### src/rtl/ram_scan_ctrl.sv
// ram_scan_ctrl: zero-fills a 2**ADDR_W x DATA_W dual-port RAM after reset, forwards user writes, scans reads to a display register.
// Latency: wr_req -> ram_wren/wr_ack 1 cycle; scan address change -> disp_addr/disp_data 2 cycles; clear takes 2**ADDR_W cycles.
// Backpressure: none; requests arriving during the clear park in a one-deep slot where the last request wins.
// Option: define RAM_SCAN_BYPASS_EN to forward fresh writes of the displayed word straight into disp_data.
module ram_scan_ctrl #(
  parameter int ADDR_W      = 5,
  parameter int DATA_W      = 3,
  parameter int TICK_CYCLES = 50_000_000
) (
  input  logic              clock,
  input  logic              reset_n,
  input  logic              scan_en,
  input  logic              wr_req,
  input  logic [ADDR_W-1:0] wr_addr,
  input  logic [DATA_W-1:0] wr_data,
  output logic              wr_ack,
  output logic              busy,
  output logic [ADDR_W-1:0] ram_wraddress,
  output logic [DATA_W-1:0] ram_datain,
  output logic              ram_wren,
  output logic [ADDR_W-1:0] ram_rdaddress,
  input  logic [DATA_W-1:0] ram_dataout,
  output logic [ADDR_W-1:0] disp_addr,
  output logic [DATA_W-1:0] disp_data,
  output logic              disp_valid
);

  localparam int TICK_W = (TICK_CYCLES > 2) ? $clog2(TICK_CYCLES) : 1;
  localparam logic [TICK_W-1:0] TICK_LAST = TICK_W'(TICK_CYCLES - 1);

  typedef enum logic {ST_CLEAR, ST_RUN} state_t;

  state_t              state_q, state_d;
  logic [ADDR_W-1:0]   clr_cnt_q, clr_cnt_d;
  logic                pend_vld_q, pend_vld_d;
  logic [ADDR_W-1:0]   pend_addr_q, pend_addr_d;
  logic [DATA_W-1:0]   pend_data_q, pend_data_d;
  logic [TICK_W-1:0]   tick_q, tick_d;
  logic [ADDR_W-1:0]   scan_q, scan_d;
  logic [ADDR_W-1:0]   addr_d1_q, addr_d1_d;
  logic                d1_vld_q, d1_vld_d;
  logic [ADDR_W-1:0]   disp_addr_q, disp_addr_d;
  logic [DATA_W-1:0]   disp_data_q, disp_data_d;
  logic                disp_vld_q, disp_vld_d;
  logic                wren_q, wren_d;
  logic [ADDR_W-1:0]   waddr_q, waddr_d;
  logic [DATA_W-1:0]   wdata_q, wdata_d;
  logic                ack_q, ack_d;
  logic                busy_q, busy_d;
  logic [DATA_W-1:0]   disp_sel;

`ifdef RAM_SCAN_BYPASS_EN
  // The write issued last cycle lands in the RAM at the same edge the displayed word is read,
  // so the old-data read returned now is stale; remember that write to cover this cycle too.
  logic                lw_vld_q, lw_vld_d;
  logic [ADDR_W-1:0]   lw_addr_q, lw_addr_d;
  logic [DATA_W-1:0]   lw_data_q, lw_data_d;

  // Pick the freshest value for the word held in addr_d1: current write, previous write, then RAM.
  always_comb begin
    lw_vld_d  = wren_q;
    lw_addr_d = waddr_q;
    lw_data_d = wdata_q;
    disp_sel  = ram_dataout;
    if (wren_q && (waddr_q == addr_d1_q)) begin
      disp_sel = wdata_q;
    end else if (lw_vld_q && (lw_addr_q == addr_d1_q)) begin
      disp_sel = lw_data_q;
    end
  end

  // Last-write tracking registers.
  always_ff @(posedge clock or negedge reset_n) begin
    if (!reset_n) begin
      lw_vld_q  <= 1'b0;
      lw_addr_q <= '0;
      lw_data_q <= '0;
    end else begin
      lw_vld_q  <= lw_vld_d;
      lw_addr_q <= lw_addr_d;
      lw_data_q <= lw_data_d;
    end
  end
`else
  assign disp_sel = ram_dataout;
`endif

  // Next-state logic: clear sequencing, write forwarding, scan tick and display pipeline.
  always_comb begin
    state_d     = state_q;
    clr_cnt_d   = clr_cnt_q;
    pend_vld_d  = pend_vld_q;
    pend_addr_d = pend_addr_q;
    pend_data_d = pend_data_q;
    tick_d      = tick_q;
    scan_d      = scan_q;
    addr_d1_d   = addr_d1_q;
    d1_vld_d    = d1_vld_q;
    disp_addr_d = disp_addr_q;
    disp_data_d = disp_data_q;
    disp_vld_d  = disp_vld_q;
    wren_d      = 1'b0;
    waddr_d     = waddr_q;
    wdata_d     = wdata_q;
    ack_d       = 1'b0;

    case (state_q)
      ST_CLEAR: begin
        wren_d    = 1'b1;
        waddr_d   = clr_cnt_q;
        wdata_d   = '0;
        clr_cnt_d = clr_cnt_q + ADDR_W'(1);
        if (clr_cnt_q == {ADDR_W{1'b1}}) begin
          state_d = ST_RUN;
        end
        // Park user requests until the RAM is clean; a newer one replaces an older one.
        if (wr_req) begin
          pend_vld_d  = 1'b1;
          pend_addr_d = wr_addr;
          pend_data_d = wr_data;
        end
      end
      ST_RUN: begin
        // A live request goes straight out; it also supersedes anything still parked.
        if (wr_req) begin
          wren_d     = 1'b1;
          ack_d      = 1'b1;
          waddr_d    = wr_addr;
          wdata_d    = wr_data;
          pend_vld_d = 1'b0;
        end else if (pend_vld_q) begin
          wren_d     = 1'b1;
          ack_d      = 1'b1;
          waddr_d    = pend_addr_q;
          wdata_d    = pend_data_q;
          pend_vld_d = 1'b0;
        end
        if (scan_en) begin
          if (tick_q == TICK_LAST) begin
            tick_d = '0;
            scan_d = scan_q + ADDR_W'(1);
          end else begin
            tick_d = tick_q + TICK_W'(1);
          end
        end
        // addr_d1 lines up with the RAM's one-cycle read latency; the display only loads once it is primed.
        addr_d1_d = scan_q;
        d1_vld_d  = 1'b1;
        if (d1_vld_q) begin
          disp_addr_d = addr_d1_q;
          disp_data_d = disp_sel;
          disp_vld_d  = 1'b1;
        end
      end
      default: state_d = ST_CLEAR;
    endcase

    busy_d = (state_d == ST_CLEAR);
  end

  // State and registered outputs.
  always_ff @(posedge clock or negedge reset_n) begin
    if (!reset_n) begin
      state_q     <= ST_CLEAR;
      clr_cnt_q   <= '0;
      pend_vld_q  <= 1'b0;
      pend_addr_q <= '0;
      pend_data_q <= '0;
      tick_q      <= '0;
      scan_q      <= '0;
      addr_d1_q   <= '0;
      d1_vld_q    <= 1'b0;
      disp_addr_q <= '0;
      disp_data_q <= '0;
      disp_vld_q  <= 1'b0;
      wren_q      <= 1'b0;
      waddr_q     <= '0;
      wdata_q     <= '0;
      ack_q       <= 1'b0;
      busy_q      <= 1'b1;
    end else begin
      state_q     <= state_d;
      clr_cnt_q   <= clr_cnt_d;
      pend_vld_q  <= pend_vld_d;
      pend_addr_q <= pend_addr_d;
      pend_data_q <= pend_data_d;
      tick_q      <= tick_d;
      scan_q      <= scan_d;
      addr_d1_q   <= addr_d1_d;
      d1_vld_q    <= d1_vld_d;
      disp_addr_q <= disp_addr_d;
      disp_data_q <= disp_data_d;
      disp_vld_q  <= disp_vld_d;
      wren_q      <= wren_d;
      waddr_q     <= waddr_d;
      wdata_q     <= wdata_d;
      ack_q       <= ack_d;
      busy_q      <= busy_d;
    end
  end

  assign ram_wren      = wren_q;
  assign ram_wraddress = waddr_q;
  assign ram_datain    = wdata_q;
  assign wr_ack        = ack_q;
  assign busy          = busy_q;
  assign ram_rdaddress = scan_q;
  assign disp_addr     = disp_addr_q;
  assign disp_data     = disp_data_q;
  assign disp_valid    = disp_vld_q;

endmodule
### config.mk
export PLATFORM = sky130hd
export DESIGN_NAME = ram_scan_ctrl
export DESIGN_NICKNAME = d
export VERILOG_FILES = /design/src/rtl/ram_scan_ctrl.sv
export SDC_FILE = /design/constraint.sdc
export NUM_CORES = 1
export LEC_CHECK = 0
export ABC_AREA = 1
export CAP_MARGIN = 40
export CORE_UTILIZATION = 51
export CTS_CLUSTER_SIZE = 10
export DETAILED_ROUTE_END_ITERATION = 6
export PLACE_DENSITY = 0.79
export SYNTH_ARGS = -nofsm -noshare
export SYNTH_HDL_FRONTEND = slang
export SYNTH_SLANG_ARGS = --single-unit
### constraint.sdc
create_clock -name clock -period 1.45 [get_ports clock]
set_input_delay 0.29 -clock clock [delete_from_list [all_inputs] [get_ports clock]]
set_output_delay 0.29 -clock clock [all_outputs]
set_load 0.01 [all_outputs]
== After elaboration in Yosys (flattened, before gate mapping) ==
Index checks and enable logic that the tools add are counted.

* Output and inout port bits: 25
* Input port bits: 15
* Word-level logic and storage cells: 45
* Bits in registers: 72

* $add $sub $neg: 3
* Bitwise logic cells: 2
* Reductions and logical operators: 4
* Equality and inequality tests: 4
* Mux-type cells: 15

{| class="wikitable"
|+ Operators by type and width
! kind !! number
|-
| $add A26 B1 Y26 const B || 1
|-
| $eq A26 B26 Y1 const B || 1
|-
| $mux W26 || 1
|-
| $add A5 B1 Y5 const B || 2
|-
| $mux W5 || 2
|-
| $pmux W5 S2 || 1
|-
| $mux W1 || 6
|-
| $mux W3 || 2
|-
| $pmux W3 S2 || 1
|-
| $reduce_and A2 Y1 || 3
|-
| $eq A5 B5 Y1 const B || 1
|-
| $pmux W1 S2 || 2
|-
| $ne A3 B2 Y1 const B || 1
|-
| $reduce_and A3 Y1 || 1
|-
| $ne A2 B2 Y1 const B || 1
|-
| $not A1 Y1 || 2
|}

== Depth between registers and ports, before layout ==
* Depth after elaboration: 4
* Depth in mapped cells: 9
* Mapped depth without buffers: 9

== Least setup slack after synthesis ==
Ideal clock, no wire load.

* Path type: register -> register
* Start point: register tick_q[0]
* End point: register tick_q[23]
* Setup time: 0.119 ns
* Required time: 1.331 ns
* Clock period less this slack: 1.356 ns
* Setup slack: 0.094 ns
* Cell stages (with the launch flop): 10
* Arrival: 1.237 ns
* Buffers on the path: 1
* Cell sequence: dfrtp_1 > ha_1 > nand3_2 > nor2_2 > inv_2 > nor2_4 > nand2_4 > buf_6 > nand2_1 > nor2_1

* Cells in the longest elaborated chain, start to end: 2
* Elaborated cells on any way between the ends: 3
* Classes of those cells: add/sub (1); eq/ne (1); mux (1)

{| class="wikitable"
|+ RTL lines
! item !! RTL line !! source
|-
| start, declared || 38 || <nowiki>logic [TICK_W-1:0] tick_q, tick_d;</nowiki>
|-
| start signal, assigned || 187 || <nowiki>tick_q <= tick_d;</nowiki>
|-
| $add A26 B1 Y26 or $eq A26 B26 Y1 (tied branches) || 143, 139 ||
|-
| $mux W26 (*) || 139 || <nowiki>if (tick_q == TICK_LAST) begin</nowiki>
|}

Mark *: on every way between the ends. The rest lies on a longest branch, timed or not.
A chain may end at the register's enable or synchronous reset.

== Final worst setup path ==
* Start point: register tick_q[0]
* End point: register tick_q[17]

Same word-level chain as after synthesis.

==> flow_metrics.tcl <==
set metrics [dict create \
    cts_sinks 72 \
    place_congestion 0.887 \
    synth_commonest_cells "nand2_1, dfrtp_1, nor2_1, inv_1, nand3_1" \
    start_kind "flip-flop" \
    drc 0 \
    power_leakage_uw 0.00234 \
    grt_antenna_before_repair 0 \
    rr_startpoint "tick_q[0]$_DFFE_PN0P_" \
    fin_nets 546 \
    period_minus_slack_ns 1.41 \
    worst_skew_pair.late_latency_ns 0.35 \
    dpl.cell_count 603 \
    cp-end-kind "flip-flop" \
    fin_skew_ns 0.00815 \
    synth-seq-cells 72 \
    port_buffers 39 \
    path_cells "ha_2, nand3_4, nor2_4, inv_2, nor2_4, nand2_8, o21ai_1, nor2_1" \
    chipWidth_um 86.5 \
    internal_power_uw 3110 \
    first_global_vias 3058 \
    routed_wl_um 7990 \
    synthDistinctLibCells 35 \
    place_area_um2 4340 \
    ant_nets 0 \
    dp_hpwl_um 5590 \
    rows 30 \
    synth_nets 466 \
    final-hold-violation-count 0 \
    antennaDiodeCount 0 \
    dieArea_um2 7490 \
    max-slew-margin-rel 0.727 \
    cap_violations 0 \
    power_frac_seq 0.508 \
    p_comb_frac 0.152 \
    ys_seq_area_frac 0.495 \
    critPathMaxStageDelay_ns 0.38 \
    power_switching_uw 1350 \
    worstRegToRegCells 8 \
    drtIter0Drc 162 \
    io_pins 40 \
    clk_pin_slew_ns 0.09 \
    vdd_drop_max_v 0.000899 \
    grt_remaining_overflow 0 \
    vias_per_cell 5.08 \
    cpMostUsedCell "nor2_4" \
    cts_root_buf "clkbuf_8" \
    core_region_area_um2 6830 \
    cts_inserted_buffers 9 \
    p_sw_frac 0.303 \
    critical_path_required_ns 1.69 \
    post-route-period-util 0.973 \
    p_per_area_nw_per_um2 957 \
    crit_path_top_delay_cell "dfrtp_1" \
    htree_levels 3 \
    grt_pass1_wl_um 13500 \
    synth_edf_count 0 \
    drtPass1Iterations 4 \
    design_area_um2 4660 \
    synth_area_leaders "dfrtp_1, nand2_1, nor2_1" \
    r2r_setup_slack_ns 0.04 \
    worst_slew_pin_slew_ns 0.410 \
    path_class "reg -> reg" \
    track_usage 0.229 \
    finalSetupViolations 0 \
    initial_core_util 0.534 \
    synth_most_common_cell "nand2_1" \
    crit_arrival_ns 1.65 \
    vias 3183 \
    syn-instance-count 446 \
    critPathMaxFanout 17 \
    netlist.area_leader.share 0.487 \
    yosysTopAreaCell "dfrtp_1" \
    drt-wirelength-per-cell_um 12.7 \
    hold_class "in -> async" \
    avgSynthCellArea_um2 8.17 \
    tritoncts "built" \
    syn_to_final_growth_pct 27.8 \
    synthArstFlopShare 1.00 \
    syn-cell-area_um2 3640 \
    clock_power_share 0.340 \
    clockBufferDepth 2 \
    drive_above_1_share 0.209 \
    fmax_mhz 709 \
    fin_setup_tns_ns 0 \
    die-height_um 86.5 \
    status "complete, no violations" \
    fillers 545 \
    synth_top_flop_cell "dfrtp_1" \
    worstReg2RegEnd "tick_q[17]$_DFFE_PN0P_" \
    grt_max_degree 73 \
    layout.cells.non_filler 627 \
    slew_violations 0 \
    rsz0062_at_grt "true" \
    yosysWarnings 0 \
]
==> placed cells by master, fill, tap and decap left out, drive strengths merged <==
cell type,instances
and2,1
a31o,1
o22ai,1
mux2i,2
nand4,7
xor2,7
or2,2
clkinvlp,3
mux2,6
o221ai,2
nor2,70
dfstp,1
buf,38
and3,1
a31oi,1
xnor2,5
dlygate4sd2,24
nand2,124
dlygate4sd3,1
inv,62
clkdlybuf4s15,1
o21ai,27
nor3,4
ha,5
nand3b,1
nand3,32
clkbuf,9
clkdlybuf4s50,13
a21oi,8
o21a,1
dfrtp,71
==> final cells by class <==
type	count	area, um^2	area share
clock buffer	9	124	0.0266
clock inverter	7	60.1	0.0129
inverter	58	225	0.0483
multi-input combinational	308	1670	0.358
sequential	72	1810	0.388
tap	96	120	0.0258
timing repair buffer	77	656	0.141
==> state kept, by name, indices dropped and copies added, names as in the netlist <==
| signal | flops |
|---|---|
| disp_data | 3 |
| state_q | 1 |
| ram_rdaddress | 5 |
| pend_data_q | 3 |
| tick_q | 26 |
| d1_vld_q | 1 |
| ram_wraddress | 5 |
| pend_vld_q | 1 |
| busy | 1 |
| ram_wren | 1 |
| disp_valid | 1 |
| ram_datain | 3 |
| disp_addr | 5 |
| clr_cnt_q | 5 |
| wr_ack | 1 |
| pend_addr_q | 5 |
| addr_d1_q | 5 |
==> per-layer routing <==
metal	GRT usage	vias to the layer above	part of all wire
li1	-	1565	-
met1	0.293	1512	0.43
met2	0.385	85	0.50
met3	0.0400	21	0.044
met4	0.0985	0	0.025
met5	0	-	0
==> what timing repair did <==
action | in CTS | in global routing
buffers inserted | 4 | 3
setup endpoints to repair | 50 | 28
hold buffers | 1 | 0
endpoints found under the hold margin | 71 | 0
gates resized for setup | 27 | 29
pin swaps | 0 | 3
==> worst max-delay path by stage <==
stage	from	end	slack, ns	cells past startpoint
after floorplan	tick_q[0]$_DFFE_PN0P_	tick_q[23]$_DFFE_PN0P_	0.09	9
after global placement	scan_en	ram_rdaddress[0]$_DFFE_PN0P_	-0.28	9
after detailed placement	scan_en	ram_rdaddress[0]$_DFFE_PN0P_	-0.30	9
after CTS	tick_q[1]$_DFFE_PN0P_	tick_q[18]$_DFFE_PN0P_	0.001	8
after global routing	tick_q[0]$_DFFE_PN0P_	tick_q[22]$_DFFE_PN0P_	-0.04	8
final	tick_q[0]$_DFFE_PN0P_	tick_q[17]$_DFFE_PN0P_	0.04	8
==> critical path, delay by kind of cell (launching register included) <==
| family | cells | cell delay [ns] |
|---|---|---|
| flops | 1 | 0.38 |
| fa+ha+maj | 1 | 0.20 |
| simple gates | 5 | 0.56 |
| buf+inv | 1 | 0.05 |
| compound gates | 1 | 0.12 |
==> cell families after synthesis <==
kind of cell,count (synthesis),synth area share
AND/OR/NAND/NOR,242,0.302
flip-flops,72,0.495
AO/OA/AOI/OAI,41,0.0608
multiplexers,8,0.0240
adder cells (fa/ha/maj),5,0.0172
buffers and inverters,66,0.0724
XOR/XNOR,12,0.0288
==> through the flow <==
stage	power, uW	hold slack (ns)	util	setup WS (ns)
after floorplan	2620	-0.00559	-	0.0937
after global placement	2880	0.343	0.636	-0.280
after detailed placement	2900	0.346	0.636	-0.303
after CTS	4420	0.476	0.665	0.00131
after global routing	4680	0.501	0.682	-0.0373
final	4460	0.472	0.682	0.0394
==> power groups by stage <==
stage / sequential [uW] / combinational [uW] / clock (uW)
after floorplan: 2300 / 325 / 0
after global placement: 2300 / 580 / 0
after detailed placement: 2310 / 592 / 0
after CTS: 2250 / 611 / 1550
after global routing: 2280 / 773 / 1630
final: 2260 / 677 / 1520
Power figures use the tool's default switching activity.
